`src/rtl/writeback_stage.sv`:
```
// Writeback stage: holds one retired-instruction entry, drives the register-file
// write port, a forwarding copy, a registered output port and a retire counter.
module writeback_stage #(
    parameter int COUNT_W = 16
) (
    input  logic               CLK,
    input  logic               Reset,
    input  logic [59:0]        MemoryOutput,
    input  logic               InValid,
    input  logic               Stall,
    input  logic               Flush,
    output logic               RegWrite,
    output logic [2:0]         RegAddr,
    output logic [15:0]        RegData,
    output logic               FwdValid,
    output logic [2:0]         FwdAddr,
    output logic [15:0]        FwdData,
    output logic [15:0]        OutPort,
    output logic               OutPortStrobe,
    output logic [COUNT_W-1:0] RetiredCount
);

    localparam int BUNDLE_W = 60;

    logic                vld_p0;
    logic                cmt_p0;
    logic [BUNDLE_W-1:0] bundle_p0;

    logic [15:0] aux_p0;
    logic [15:0] memdata_p0;
    logic [15:0] aluout_p0;
    logic [2:0]  rdst_p0;
    logic        outen_p0;
    logic [1:0]  wbsel_p0;
    logic        regwr_p0;
    logic [15:0] result_p0;
    logic        commit_p0;
    logic        unused_p0;

    function automatic logic [15:0] wb_select(input logic [1:0]  sel,
                                              input logic [15:0] alu,
                                              input logic [15:0] mem,
                                              input logic [15:0] aux);
        logic [15:0] r;
        case (sel)
            2'b01:   r = mem;
            2'b10:   r = aux;
            default: r = alu;
        endcase
        return r;
    endfunction

    function automatic logic [COUNT_W-1:0] count_inc(input logic [COUNT_W-1:0] c);
        return c + COUNT_W'(1);
    endfunction

    // Stage p0: the held writeback entry
    always_ff @(posedge CLK or negedge Reset) begin
        if (!Reset) begin
            vld_p0    <= 1'b0;
            cmt_p0    <= 1'b0;
            bundle_p0 <= '0;
        end else if (Flush) begin
            vld_p0 <= 1'b0;
            cmt_p0 <= 1'b0;
        end else if (Stall) begin
            cmt_p0 <= cmt_p0 | commit_p0;
        end else begin
            vld_p0    <= InValid;
            cmt_p0    <= 1'b0;
            bundle_p0 <= MemoryOutput;
        end
    end

    assign aux_p0     = bundle_p0[57:42];
    assign memdata_p0 = bundle_p0[41:26];
    assign aluout_p0  = bundle_p0[25:10];
    assign rdst_p0    = bundle_p0[9:7];
    assign outen_p0   = bundle_p0[3];
    assign wbsel_p0   = bundle_p0[2:1];
    assign regwr_p0   = bundle_p0[0];
    // SpOp, MemRead and the reserved field ride along without steering anything
    assign unused_p0  = ^{bundle_p0[59:58], bundle_p0[6:4]};

    // An entry commits once: the first cycle it is valid, however long it then stalls
    assign commit_p0 = vld_p0 & ~cmt_p0;
    assign result_p0 = wb_select(wbsel_p0, aluout_p0, memdata_p0, aux_p0);

    assign RegWrite = Reset & commit_p0 & regwr_p0;
    assign RegAddr  = Reset ? rdst_p0   : 3'd0;
    assign RegData  = Reset ? result_p0 : 16'd0;
    assign FwdValid = Reset & vld_p0 & regwr_p0;
    assign FwdAddr  = rdst_p0;
    assign FwdData  = result_p0;

    // Stage p1: side effects of a commit (output port and retire count)
    always_ff @(posedge CLK or negedge Reset) begin
        if (!Reset) begin
            OutPort       <= 16'd0;
            OutPortStrobe <= 1'b0;
            RetiredCount  <= '0;
        end else begin
            OutPortStrobe <= commit_p0 & outen_p0;
            if (commit_p0 & outen_p0)
                OutPort <= result_p0;
            if (commit_p0)
                RetiredCount <= count_inc(RetiredCount);
        end
    end

endmodule

```
`config.mk`:
```
export PLATFORM = sky130hd
export DESIGN_NAME = writeback_stage
export DESIGN_NICKNAME = d
export VERILOG_FILES = /design/src/rtl/writeback_stage.sv
export SDC_FILE = /design/constraint.sdc
export NUM_CORES = 1
export LEC_CHECK = 0
export CORE_AREA = 2 2 97 99
export DETAILED_ROUTE_END_ITERATION = 7
export DIE_AREA = 0 0 99 101
export GPL_TIMING_DRIVEN = 1
export PLACE_DENSITY = 0.79
export REMOVE_ABC_BUFFERS = 1
export SLEW_MARGIN = 20
export SYNTH_ARGS = -nofsm -noshare
export SYNTH_HDL_FRONTEND = slang
export SYNTH_SLANG_ARGS = --single-unit
```
`constraint.sdc`:
```
create_clock -name CLK -period 2.4 [get_ports CLK]
set_clock_uncertainty 0.05 [all_clocks]
set_input_delay 0.36 -clock CLK [delete_from_list [all_inputs] [get_ports CLK]]
set_output_delay 0.36 -clock CLK [all_outputs]
set_load 0.03 [all_outputs]
```
==> key figures <==
Power
  • Clock group share of total power: 20.4%
  • Leak pwr: 2.54 nW
  • Int Pwr: 3.14 mW
  • Sw Share: 36.9%
  • Flop pwr share: 40.4%
  • Power Dens Cells: 871 nW/um2
  • Peak supply drop: 0.396 mV
  • Comb pwr share: 39.1%
  • P_sw: 1.84 mW

Worst setup path
  • Reg2reg setup slack: 580 ps
  • Arrival time at the worst endpoint: 1870 ps
  • Kind of critical path: flop to output port
  • Critical path fanouts, max: 7
  • R2R Path Start: RetiredCount[0]
  • R2R depth: 5
  • Capturing point of the worst reg2reg path: RetiredCount[14]
  • Worst setup EP type: output port
  • Data required, critical path: 1990 ps
  • CP startpoint kind: flop

Yosys
  • Post-Syn Area: 3960 um2
  • Main combinational cell family by area after synthesis: multiplexers
  • Synthesized instance count: 340
  • Synth Area in XOR/XNOR: 3.32%
  • Post-synthesis cell type count: 33
  • Post-synthesis simple-gate area fraction: 11.3%
  • Synth warn: 0
  • Multiplexer area fraction after synthesis: 15.6%
  • Seq cells post-synth: 90
  • Synth Area in Adders: 0.948%
  • Synth Area in Compound Gates: 7.33%
  • Syn Area/Cell: 11.7 um2
  • Sequential fraction of the synthesis area: 56.9%

STA
  • Slew headroom: 70.7%
  • Final hold violation count: 0
  • Achievable Freq: 0.438 GHz
  • Setup violators final: 0
  • Final period util: 95.2%
  • Fin Hold WS: 357 ps
  • Worst-Margin Slew: 434 ps
  • Final max-slew violation count: 0
  • Minimum clock period after layout: 2280 ps
  • RSZ-0062 raised after global routing: yes

Final layout
  • Layout cells sized above 1: 31.8%
  • Synthesis-to-finish area growth: 44.4%
  • Nets: 550
  • Final instance area: 5720 um2
  • Final Core Density: 63.7%
  • Post-route non-filler standard cell count: 598
  • ANT cells: 0

Placement
  • DP Cell Count: 579
  • RD Place Congestion: 0.836
  • HPWL Detailed: 6.79 mm
  • Placement Cell Area: 5400 um2
  • Port-buffer cells: 132

Clock network
  • Clk slew on worst S/H paths: 90 ps
  • Num CTS Buffers: 9
  • Worst-Skew Late Latency: 350 ps
  • Clock root cell: clkbuf_8
  • CTS max path bufs: 2
  • Clock tree sinks: 90
  • CTS tree: yes
  • H-tree depth: 3

Global routing
  • Met3 Use GR: 2.84%
  • Met1 Usage GRT: 23.9%
  • Largest net degree at the start of global routing: 40
  • Initial antenna violation count: 0
  • Met2 usage: 31.9%
  • GR peak layer: met2
  • Grt ovf: 0
  • First-pass GRT wire length: 14.9 mm
  • Total Routing Usage GR: 18.9%
  • Vias in the first global route: 2,986

Detailed routing
  • 1st-iter DRT viols: 82
  • DR vias/cell: 4.95
  • # DRC: 0
  • Wirelength, routed: 9.06 mm
  • WL/cell: 15.1 um
  • Final antenna-violating net count: 0
  • Via Count: 2,963
  • Router iterations before antenna repair: 4

Run
  • Max_cap viols: 0

Floorplanning
  • Die X-Extent: 99 um
  • FP Rows: 35
  • Initial core utilization: 44.1%
  • Die Y: 101 um
  • # IOs: 138
  • Core ar.: 8980 um2
  • Die area: 10000 um2

Run status
  • Status: finished clean

Min path
  • Hold Path Class: input pin to asynchronous set/reset pin
[registers in the layout, indices dropped and copies added (netlist names)]
name           flops
bundle_p0         55
OutPort           16
RetiredCount      16
OutPortStrobe      1
cmt_p0             1
vld_p0             1
[through the flow]
step	power, mW	TNS [ps]	setup WS, ps
2_1_floorplan	3.07	-49640	-909
3_3_place_gp	3.88	0	40.8
3_5_place_dp	3.93	-135	-69.2
4_1_cts	4.97	-18.1	-18.1
5_1_grt	5.27	-32.9	-16.0
6_report	4.98	0	115
[timing repair]
| action | in CTS | in global routing |
|---|---|---|
| hold buffers | 1 | 0 |
| setup buffers | 0 | 2 |
| endpoints found under the setup margin | 25 | 22 |
| gates resized for setup | 10 | 31 |
| hold endpoints to repair | 9 | 0 |
[logic make-up after synthesis]
family          Yosys count
fa+ha+maj                 3
xor+xnor                 15
simple gates             85
buf+inv                  42
flops                    90
compound gates           50
mux                      55
[worst max path at each step]
stage / from / to / slack, ps / cells after the start
after floorplan: Stall / bundle_p0[0] / -910 / 2
after global placement: bundle_p0[1] / FwdData[1] / 40 / 7
after detailed placement: bundle_p0[1] / FwdData[14] / -70 / 7
after CTS: bundle_p0[2] / FwdData[14] / -20 / 7
after global routing: bundle_p0[1] / RegData[3] / -20 / 8
final: bundle_p0[1] / RegData[3] / 120 / 8
[metal layers]
| layer | wire [um] | up-vias |
|---|---|---|
| met5 | 0 | - |
| met4 | 232 | 0 |
| met3 | 385 | 20 |
| met2 | 4660 | 79 |
| met1 | 3790 | 1429 |
| li1 | - | 1435 |
[synth_stat cells, drive strengths merged]
cell,number,area share [%]
nand2b,1,0.16
nor4,3,0.79
buf,12,1.7
nand4,4,1.0
dfrtp,90,57
nor2,21,2.0
inv,20,1.9
nor2b,17,2.7
nand3,4,0.51
a21oi,16,2.0
clkbuf,10,0.98
a22oi,16,3.0
nand2,23,2.2
xnor2,8,1.8
mux2,54,15
o21ai,18,2.3
nor3b,1,0.19
nand4b,1,0.22
mux2i,1,0.25
nor4b,1,0.22
and2b,1,0.19
nor3,2,0.25
or3,1,0.16
and3,2,0.32
ha,3,0.95
xor2,7,1.5
and2,3,0.47
[area by class of cell]
type	count	area [um2]
Timing Repair Buffer	153	1420
Clock buffer	9	124
Tap cell	111	139
Clock inverter	7	70.1
Fill cell	736	3260
Sequential cell	90	2250
Multi-Input combinational cell	208	1640
Inverter	20	75.1
[power groups by stage]
stage / logic [mW] / clock network [mW] / registers (mW)
CTS: 1.90 / 1.06 / 2.01
finish: 1.95 / 1.02 / 2.01
global route: 2.08 / 1.12 / 2.07
detailed placement: 1.90 / 0 / 2.04
global placement: 1.86 / 0 / 2.02
floorplan: 0.763 / 0 / 2.30
[cell usage in the layout, fill, tap and decap left out, types with 9 or more instances in the layout]
cell             instances
a21oi_2                 12
a22oi_1                 10
buf_4                   49
clkbuf_8                 9
clkdlybuf4s50_1         94
dfrtp_1                 90
inv_1                   19
mux2_2                  54
nand2_1                 23
nor2_1                  18
nor2b_1                 17
o21ai_1                 10
[worst max-delay path: stages, from the launching register on]
cell	delay [ps]
dfrtp_1	420
inv_2	70
ha_4	250
buf_4	170
buf_6	140
nor2_1	130
a21oi_2	60
nor2b_1	120
buf_4	170
Note: power is estimated with default switching activity, not from simulation.
